===== src/rtl/uart_rx_ctrl.sv =====
// uart_rx_ctrl: UART receive sequencer.
// Synchronises the serial line, qualifies the start bit, samples each bit at
// mid-bit with a baud timer, checks parity and stop bit, and hands the byte
// to the consumer through a valid/ready handshake with error flags.
module uart_rx_ctrl #(
    parameter int CLK_FREQ   = 100_000_000,
    parameter int BAUD       = 19_200,
    parameter int DATA_BITS  = 8,
    parameter int PARITY_EN  = 1,
    parameter int PARITY_ODD = 1
) (
    input  logic                 clk,
    input  logic                 rst_n,
    input  logic                 rx_in,
    output logic [DATA_BITS-1:0] rx_data,
    output logic                 rx_valid,
    input  logic                 rx_ready,
    output logic                 parity_err,
    output logic                 frame_err,
    output logic                 overrun,
    output logic                 busy
);

    localparam int BIT_TICKS = CLK_FREQ / BAUD;
    localparam int HALF      = BIT_TICKS / 2;
    localparam int TW        = (BIT_TICKS > 1) ? $clog2(BIT_TICKS) : 1;

    localparam logic [TW-1:0] TICK_LAST = TW'(BIT_TICKS - 1);
    localparam logic [TW-1:0] HALF_LAST = TW'(HALF - 1);
    localparam logic [2:0]    BIT_LAST  = 3'(DATA_BITS - 1);
    localparam logic          ODD       = (PARITY_ODD != 0);
    localparam logic          HAS_PAR   = (PARITY_EN != 0);

    typedef enum logic [2:0] {
        IDLE    = 3'd0,
        START   = 3'd1,
        DATA    = 3'd2,
        PARITY  = 3'd3,
        STOP    = 3'd4,
        WAIT_HI = 3'd5
    } state_t;

    state_t                state;
    logic                  rx_meta;
    logic                  rx_s;
    logic [TW-1:0]         timer;
    logic [2:0]            bitcnt;
    logic [DATA_BITS-1:0]  shift;
    logic                  par_bad;
    logic                  tick;

    // One full bit period has elapsed since the last sample point.
    assign tick = (timer == TICK_LAST);

    // Two-flop synchroniser; the line idles high so the flops reset to 1.
    always_ff @(posedge clk or negedge rst_n) begin
        if (!rst_n) begin
            rx_meta <= 1'b1;
            rx_s    <= 1'b1;
        end else begin
            rx_meta <= rx_in;
            rx_s    <= rx_meta;
        end
    end

    // Frame sequencer, baud timer, shift register and output handshake.
    always_ff @(posedge clk or negedge rst_n) begin
        if (!rst_n) begin
            state      <= IDLE;
            timer      <= '0;
            bitcnt     <= '0;
            shift      <= '0;
            par_bad    <= 1'b0;
            busy       <= 1'b0;
            rx_data    <= '0;
            rx_valid   <= 1'b0;
            parity_err <= 1'b0;
            frame_err  <= 1'b0;
            overrun    <= 1'b0;
        end else begin
            // Consume: the held frame is taken and any overrun is forgotten.
            // A commit further down on the same edge overrides rx_valid.
            if (rx_valid && rx_ready) begin
                rx_valid <= 1'b0;
                overrun  <= 1'b0;
            end

            // Free-running bit timer; states that need a fresh count clear it.
            timer <= tick ? '0 : timer + 1'b1;

            case (state)
                IDLE: begin
                    timer <= '0;
                    if (!rx_s) begin
                        state <= START;
                        busy  <= 1'b1;
                    end
                end

                START: begin
                    // Half a bit in: a real start bit is still low here.
                    if (timer == HALF_LAST) begin
                        timer <= '0;
                        if (!rx_s) begin
                            state  <= DATA;
                            bitcnt <= '0;
                        end else begin
                            state <= IDLE;
                            busy  <= 1'b0;
                        end
                    end
                end

                DATA: begin
                    if (tick) begin
                        shift <= {rx_s, shift[DATA_BITS-1:1]};
                        if (bitcnt == BIT_LAST) begin
                            state <= HAS_PAR ? PARITY : STOP;
                        end else begin
                            bitcnt <= bitcnt + 3'd1;
                        end
                    end
                end

                PARITY: begin
                    if (tick) begin
                        par_bad <= ((^shift) ^ rx_s) != ODD;
                        state   <= STOP;
                    end
                end

                STOP: begin
                    if (tick) begin
                        // Commit unless an unconsumed frame is still held.
                        if (!rx_valid || rx_ready) begin
                            rx_data    <= shift;
                            parity_err <= HAS_PAR ? par_bad : 1'b0;
                            frame_err  <= ~rx_s;
                            rx_valid   <= 1'b1;
                        end else begin
                            overrun <= 1'b1;
                        end
                        if (rx_s) begin
                            state <= IDLE;
                            busy  <= 1'b0;
                        end else begin
                            state <= WAIT_HI;
                        end
                    end
                end

                WAIT_HI: begin
                    // A break or low stop bit must end before a new start is accepted.
                    timer <= '0;
                    if (rx_s) begin
                        state <= IDLE;
                        busy  <= 1'b0;
                    end
                end

                default: begin
                    state <= IDLE;
                    busy  <= 1'b0;
                    timer <= '0;
                end
            endcase
        end
    end

endmodule


===== config.mk =====
export PLATFORM = sky130hd
export DESIGN_NAME = uart_rx_ctrl
export DESIGN_NICKNAME = d
export VERILOG_FILES = /design/src/rtl/uart_rx_ctrl.sv
export SDC_FILE = /design/constraint.sdc
export NUM_CORES = 1
export LEC_CHECK = 0
export CAP_MARGIN = 20
export CORE_MARGIN = 1.5
export CORE_UTILIZATION = 54
export CTS_BUF_LIST = sky130_fd_sc_hd__clkbuf_8
export DETAILED_ROUTE_END_ITERATION = 16
export GPL_TIMING_DRIVEN = 1
export PLACE_DENSITY = 0.78
export SLEW_MARGIN = 20
export SYNTH_ARGS = -nofsm -noshare
export SYNTH_HDL_FRONTEND = slang
export SYNTH_SLANG_ARGS = --single-unit

===== constraint.sdc =====
create_clock -name clk -period 1.89 [get_ports clk]
set_input_delay 0.378 -clock clk [delete_from_list [all_inputs] [get_ports clk]]
set_output_delay 0.378 -clock clk [all_outputs]
set_load 0.02 [all_outputs]

==> results of run 1 <==
[where the power goes]
group	internal (mW)	switching, mW
registers	0.925	0.00641
clock network	0.257	0.318
logic	0.0146	0.0257
[metrics by stage]
stage / worst slack, ns / power, mW / setup TNS [ns] / instances / hold slack (ns)
6_report: -0.1433 / 1.546 / -1.996 / 281 / 0.02353
2_1_floorplan: -0.05950 / 0.9552 / -0.8781 / 186 / 0.08241
3_5_place_dp: -0.1053 / 0.9892 / -1.723 / 267 / 0.3384
3_3_place_gp: -0.07221 / 0.9875 / -1.304 / 267 / 0.3327
5_1_grt: -0.2116 / 1.585 / -4.585 / 281 / 0.05222
4_1_cts: -0.1275 / 1.555 / -2.514 / 281 / 0.02384
[layer usage]
| layer | wire, µm | vias up | track usage [%] |
|---|---|---|---|
| li1 | - | 750 | - |
| met1 | 2118 | 808 | 31.72 |
| met4 | 62 | 0 | 8.163 |
| met2 | 2364 | 50 | 38.89 |
| met3 | 249 | 9 | 4.259 |
| met5 | 0 | - | 0 |
[what timing repair did]
action,in CTS,in global routing
hold endpoints to repair,0,0
resized for setup,24,8
pin swaps,3,7
setup buffers,6,0
endpoints found under the setup margin,37,40
[synth_stat cells (all sizes together)]
cell,count
o31ai,5
nand2b,1
ha,3
or2,2
mux2i,2
nand4bb,3
nand3,8
nor3,9
or4bb,1
xor2,8
inv,5
and3,4
buf,5
nand2,12
dfstp,2
a41oi,2
dfrtp,41
o221ai,1
nor2,11
nor4,3
mux2,17
nor4bb,1
or3,1
nand4b,2
a21bo,2
o21ai,10
xnor2,11
a21oi,3
or4,1
nor2b,1
nor3b,2
a21boi,1
clkbuf,4
a22oi,1
or4b,1
[cell usage in the layout, fill, tap and decap left out, types with 2 or more instances in the layout]
master	Yosys	layout
o21ai_0	9	5
nor2_2	0	2
mux2_4	8	17
nor3_1	9	9
buf_4	1	28
o21ai_1	1	5
nor2_1	11	9
nand4b_1	2	2
nand3_1	8	7
a21bo_2	2	2
xor2_1	8	8
nand2_1	12	11
mux2i_1	2	2
nor3b_1	2	2
dfrtp_1	41	40
inv_1	5	5
ha_1	3	2
buf_12	0	3
dfstp_2	2	2
clkbuf_8	0	5
nand4bb_1	3	2
and3_1	4	4
nor4_4	1	3
xnor2_1	11	11
clkdlybuf4s50_1	0	15
o31ai_1	4	4
clkinvlp_4	0	2
[flip-flops by register name, indices dropped and copies added, names as in the netlist, 3 cells and up]
register / cells
bitcnt: 3
rx_data: 8
shift: 8
state: 3
timer: 13
[how the worst max path moves through the flow]
stage,start,to,slack [ns],cells past startpoint
CTS,timer[7],shift[0],-0.13,5
finish,timer[6],bitcnt[1],-0.14,6
detailed placement,timer[4],state[1],-0.11,6
floorplan,timer[0],shift[0],-0.06,6
global route,timer[6],bitcnt[2],-0.21,6
global placement,timer[1],shift[4],-0.07,6
[logic make-up (layout without fill, tap and decap cells)]
family / count (synthesis) / after routing / share of synthesized area [%]
adders and majority gates: 3 / 3 / 1.749
buffers and inverters: 14 / 61 / 3.148
DFF: 43 / 43 / 50.26
and+or+nand+nor: 63 / 63 / 17.78
muxes: 19 / 19 / 11.25
AOI/OAI and AO/OA: 25 / 25 / 8.047
xor gates and xnor gates: 19 / 19 / 7.755
[final cells by class]
| cell class | instances | share of cell area (%) |
|---|---|---|
| sequential | 43 | 38.17 |
| clock inverter | 3 | 0.7077 |
| inverter | 5 | 0.6634 |
| tap | 48 | 2.123 |
| timing repair buffer | 48 | 15.44 |
| clock buffer | 5 | 2.433 |
| multi-input combinational | 129 | 40.47 |
==> flow_summary.ini, run 1 <==
[worst_setup_path]
cp_top_family = simple AND/OR/NAND/NOR gates
worstPathMaxFanout = 4
end_kind = flop
path_class = flop to flop
cp_slowest_cell = or4bb_4
rr_worst_depth = 6
cp_cell_sequence = or4bb_4 -> nor4_4 -> buf_4 -> a22oi_1 -> o21ai_1 -> a21bo_2
cp.buffers_inverters = 1
reg2reg_setup_slack_ns = -0.14
arrival_ns = 2.22
critPathMaxStageDelay_ns = 0.58
r2r_start = timer[6]
reg2reg_to = bitcnt[1]
critPathRequiredTime_ns = 2.07
startpoint_type = flop

[floorplan]
fp.coreArea_um2 = 3744
die_h_um = 66.04
dieArea_um2 = 4361
die_width_um = 66.04
ios = 17
start_util_pct = 57.32
rows = 22

[global_routing]
grt_pass1_wl_mm = 7.507
grt-ovfl-total = 0
grt_antenna_before_repair = 0
first_global_vias = 1556
grt_start_max_net_pins = 27
groute.usage.overall_pct = 23.67

[layout]
n_antenna_cell = 0
drive_gt1_share_pct = 35.19
regArea_um2 = 1080
fillers = 239
syn_to_final_growth_pct = 31.84
multiInputGateArea_um2 = 1145
finalNetCount = 239
final_area_um2 = 2829
utilization_pct = 75.57

[clocking]
root_buffer = clkbuf_8
tritoncts = done
cts_hold_buf = 0
htree_levels = 2
clkSinkCount = 43
path_clk_slew_ns = 0.09
insertion_delay_ns = 0.29
cts_buffer_depth = 2
cts_inserted_buffers = 5

[routing]
vias = 1617
drt_first_pass_iters = 4
viasPerCell = 5.754
drt_iter0_markers = 78
ant_nets = 0
drc = 0
wl_per_cell_um = 17.06
totalWireLength_mm = 4.795

[timing]
fmax_mhz = 491.8
relSlewSlack_pct = 70.36
finClkSkew_ns = 0.007734
timing.final.max_slew_violations = 0
finalHoldViolations = 0
min_period_over_period_pct = 107.6
max_slew.worst_pin.slew_ns = 0.4446
finalCriticalPeriod_ns = 2.033
setup_violations = 37
fin_ws_ns = -0.1433
rsz0062_at_grt = true

[synth]
synthTopCellsByArea = dfrtp_1 (48%), mux2_4 (5.6%), mux2_2 (4.7%)
synth_seq_area_share_pct = 50.26
yosysUniqueCellTypes = 43
yosysTopAreaCell = dfrtp_1
ys.warnings.count = 0
synth_top_area_share_pct = 47.81
synthesis.area_um2 = 2146
syn-instance-count = 186
syn_avg_cell_area_um2 = 11.54
syn_nets = 193
synth-seq-cells = 43

[pwr]
p_per_area_nw_per_um2 = 546.6
vdd_drop_max_v = 0.0004749
leakage_nw = 1.249

[run]
cap_violations = 0

[placement]
placed_area_um2 = 2555
hpwl_mm = 3.044
numPortBuffers = 16
finalWeightedCongestion = 0.8640

[worst_hold_path]
min_path_type = input port to asynchronous set/reset pin

[outcome]
violations = negative setup slack
status = finished with violations
No activity file was read; power rests on OpenSTA's default activity.
==> inputs of run 2 (changes only) <==
- CTS_CLUSTER_SIZE: not set -> 30
- RECOVER_POWER: not set -> 100
==> run 2 against run 1 <==
- flip-flop and latch count stayed put
- wire length hardly changed
- sequential share of layout area is 0.22 points higher
- the run still ends with negative setup slack left
- worst setup slack worse by 0.0098 ns
- critical endpoint unchanged
- worst hold slack better by 0.20 ns
- critical path type unchanged
- power is 0.17% lower
- clock power hardly changed
==> flow_summary.ini, run 2 (synthesis gave the netlist of run 1 again) <==
[layout]
stdcell_count = 281
final_common_cell = dfrtp_1
utilization_pct = 75.13
largest_reg_flops = 13
final_cell_mix = dfrtp_1 (40), buf_4 (28), mux2_4 (17)
syn_to_final_growth_pct = 31.08
n_antenna_cell = 0
finalNetCount = 239
drive_gt1_share_pct = 34.76
reg_top3 = timer (13), rx_data (8), shift (8)
final_area_um2 = 2813
regMostFlops = timer

[global_routing]
grt_start_max_net_pins = 27
first_global_vias = 1556
groute.usage.overall_pct = 23.67
grt_antenna_before_repair = 0
grt-ovfl-total = 0
grt_pass1_wl_mm = 7.507

[placement]
finalWeightedCongestion = 0.8640
placed_cells = 267
placed_area_um2 = 2555
numPortBuffers = 16
hpwl_mm = 3.044
place_ws_ns = -0.1053

[timing]
setup_tns_ns = -2.118
max_slew.worst_pin.slew_ns = 0.9821
finalCriticalPeriod_ns = 2.043
hold_ws_ns = 0.2217
finClkSkew_ns = 0.007531
min_period_over_period_pct = 108.1
setup_violations = 37
finalHoldViolations = 0
rsz0062_at_grt = true
relSlewSlack_pct = 34.53
fin_ws_ns = -0.1531
fmax_mhz = 489.4
timing.final.max_slew_violations = 0

[routing]
vias = 1610
drt_iter0_markers = 88
ant_nets = 0
drc = 0
wl_per_cell_um = 17.07
viasPerCell = 5.730
totalWireLength_mm = 4.796
drt_first_pass_iters = 4

[worst_hold_path]
min_path_type = input port to asynchronous set/reset pin

[pwr]
p_per_area_nw_per_um2 = 548.8
vdd_drop_max_v = 0.0004760
leakage_nw = 1.242
power_mw = 1.544

[clocking]
insertion_delay_ns = 0.29
cts_inserted_buffers = 5
tritoncts = done
htree_levels = 2
cts_buffer_depth = 2
clkSinkCount = 43
root_buffer = clkbuf_8
path_clk_slew_ns = 0.09

[floorplan]
die_h_um = 66.04
die_width_um = 66.04
start_util_pct = 57.32
fp.coreArea_um2 = 3744
rows = 22
dieArea_um2 = 4361
ios = 17

[outcome]
status = finished with violations
violations = negative setup slack

[worst_setup_path]
worstPathMaxFanout = 4
startpoint_type = flop
critPathRequiredTime_ns = 2.07
end_kind = flop
arrival_ns = 2.23
path_class = flop to flop
rr_worst_depth = 6

[run]
cap_violations = 0
==> run 2: cell types whose count changed in the layout (fill, tap and decap cells not counted), sizes merged <==
cell / previous run / this run
buf: 33 / 31
clkbuf: 5 / 7
clkdlybuf4s50: 15 / 14
dlygate4sd3: 0 / 1
==> run 2: where the power goes <==
| group | switching (mW) | internal (mW) | total, mW |
|---|---|---|---|
| Sequential | 0.00639 | 0.925 | 0.931 |
| Combinational | 0.0252 | 0.0104 | 0.0356 |
| Clock | 0.319 | 0.257 | 0.577 |
==> run 2: worst paths after layout <==
check,start,to,slack (ns)
worst max-delay path,timer[6],bitcnt[1],-0.15
worst min-delay path,rst_n,overrun,0.22
worst max register to register,timer[6],bitcnt[1],-0.15
worst min register to register,rx_meta,rx_s,0.36
max in group asynchronous,rst_n,timer[10],0.46
min in group clk,rx_meta,rx_s,0.36
==> run 2: repair_timing <==
action,in CTS,in global routing
pin swaps,3,7
resized for setup,24,8
endpoints found under the hold margin,0,0
hold buffers,0,0
endpoints found under the setup margin,37,40
buffers inserted,6,0
==> run 2: metal layers <==
metal  vias to the layer above  routed length [µm]  GRT usage (%)
li1                        748                   -              -
met1                       819                2222          31.72
met2                        34                2337          38.89
met3                         9                 167          4.259
met4                         0                  68          8.163
met5                         -                   0              0
==> run 2: critical path, stage by stage (launching register included) <==
cell and delay, ns:
dfrtp_1 0.47, or4bb_4 0.59, nor4_4 0.18, buf_4 0.18, a22oi_1 0.10, o21ai_1 0.18, a21bo_2 0.25
==> run 2: final cells by class <==
class	count	area, µm²
Multi-Input combinational cell	129	1145
Fill cell	240	930.9
Inverter	5	18.77
Clock inverter	3	20.02
Clock buffer	5	68.82
Tap cell	48	60.06
Sequential cell	43	1080
Timing Repair Buffer	48	420.4
==> inputs of run 3 (changes only) <==
- CORE_UTILIZATION: 54 -> 60
- PLACE_DENSITY: 0.78 -> 0.82
- clock period: 1.89 -> 2.2 ns (I/O delays scaled with it)
==> run 3 against run 2 <==
- the flow now finishes without violations
- count of clock-buffer cells in the layout did not move
- register-to-register slack improved by 0.23 ns
- sequential power fell by 14%
- final cell count fell by 9.3%
- clock power fell by 15%
- clock skew fell by 0.0028 ns
- critical endpoint is now shift[4]
- cell area fell by 12%
- first-iteration DRC count rose by 2.3%
- power fell by 15%
==> flow_summary.ini, run 3 (synthesis gave the netlist of run 1 again) <==
[layout]
fillers = 211
syn_to_final_growth_pct = 14.81
reg_top3 = timer (13), rx_data (8), shift (8)
drive_gt1_share_pct = 21.53
largest_reg_flops = 13
n_antenna_cell = 0
final_cell_mix = dfrtp_1 (41), clkdlybuf4s50_1 (14), nand2_1 (12)
final_common_cell = dfrtp_1
stdcell_count = 255
regMostFlops = timer
utilization_pct = 72.68
final_area_um2 = 2464
finalNetCount = 215

[routing]
viasPerCell = 5.890
wl_per_cell_um = 16.15
vias = 1502
drc = 0
ant_nets = 0
totalWireLength_mm = 4.118
drt_iter0_markers = 90
drt_first_pass_iters = 4

[global_routing]
groute.usage.overall_pct = 23.42
grt_antenna_before_repair = 0
first_global_vias = 1543
grt-ovfl-total = 0
grt_pass1_wl_mm = 7.065
grt_start_max_net_pins = 44

[timing]
finalHoldViolations = 0
max_slew.worst_pin.slew_ns = 1.020
relSlewSlack_pct = 31.97
finalCriticalPeriod_ns = 2.126
finClkSkew_ns = 0.004692
min_period_over_period_pct = 96.63
timing.final.max_slew_violations = 0
fmax_mhz = 470.4
hold_ws_ns = 0.3620
fin_ws_ns = 0.07413
setup_tns_ns = 0
setup_violations = 0

[clocking]
clkSinkCount = 43
htree_levels = 2
cts_buffer_depth = 2
path_clk_slew_ns = 0.08
cts_setup_buffers = 0
cts_resized = 0
insertion_delay_ns = 0.30
cts_inserted_buffers = 5
tritoncts = done
cts_hold_buf = 0
root_buffer = clkbuf_8

[floorplan]
die_width_um = 62.80
die_h_um = 62.80
fp.coreArea_um2 = 3390
dieArea_um2 = 3944
start_util_pct = 63.31
ios = 17
rows = 21

[worst_setup_path]
cp_slowest_cell = or4b_1
path_class = flop to flop
reg2reg_setup_slack_ns = 0.07
end_kind = flop
critPathMaxStageDelay_ns = 0.46
critPathRequiredTime_ns = 2.39
r2r_start = timer[7]
worstPathMaxFanout = 10
rr_worst_depth = 5
setup.worst_path.start = timer[7]
cp-endpoint = shift[4]
arrival_ns = 2.31
cp_cell_sequence = or2_4 -> nor4_4 -> or4b_1 -> buf_4 -> mux2_4
reg2reg_to = shift[4]
startpoint_type = flop

[pwr]
p_per_area_nw_per_um2 = 534.3
vdd_drop_max_v = 0.0005102
leakage_nw = 1.095
power_mw = 1.316

[placement]
placed_cells = 247
numPortBuffers = 16
hpwl_mm = 2.790
place_ws_ns = 0.08298
finalWeightedCongestion = 0.8492
placed_area_um2 = 2370

[worst_hold_path]
min_path_type = flop to flop

[run]
cap_violations = 0

[outcome]
status = complete, no violations
run 3: report_power, final:
group	internal (mW)	total, mW	switching (mW)
Clock	0.217	0.488	0.271
Combinational	0.00908	0.0295	0.0204
Sequential	0.795	0.799	0.00472
run 3: cell type report:
cell class | instances | area [µm²] | share of cell area (%)
flip-flops and latches | 43 | 1079 | 43.78
multi-input cells | 129 | 1011 | 41.04
repair buffers | 24 | 212.7 | 8.634
clock buffers | 5 | 68.82 | 2.793
well taps | 46 | 57.56 | 2.336
inverters | 5 | 18.77 | 0.7618
clock inverters | 3 | 16.27 | 0.6602
run 3: worst max-delay path, delay by kind of cell, from the launching register on:
family / cells / cell delay, ns
and+or+nand+nor: 3 / 1.07
buffers and inverters: 1 / 0.21
muxes: 1 / 0.31
DFF: 1 / 0.42
run 3: worst min path at each step:
| stage | from | to | slack [ns] | cells past startpoint |
|---|---|---|---|---|
| after floorplan | rst_n | bitcnt[0] | 0.14 | 0 |
| after global placement | rx_meta | rx_s | 0.35 | 0 |
| after detailed placement | rx_meta | rx_s | 0.35 | 0 |
| after CTS | rst_n | timer[5] | 0.21 | 2 |
| after global routing | rx_meta | rx_s | 0.37 | 0 |
| final | rx_meta | rx_s | 0.36 | 0 |
run 3: per-layer routing:
layer	track usage, %	vias to the layer above	routed length [µm]	share of wire [%]
li1	-	701	-	-
met1	29.26	769	1800	44
met2	37.90	22	2104	51
met3	6.667	10	125	3.0
met4	10.56	0	88	2.1
met5	0	-	0	0
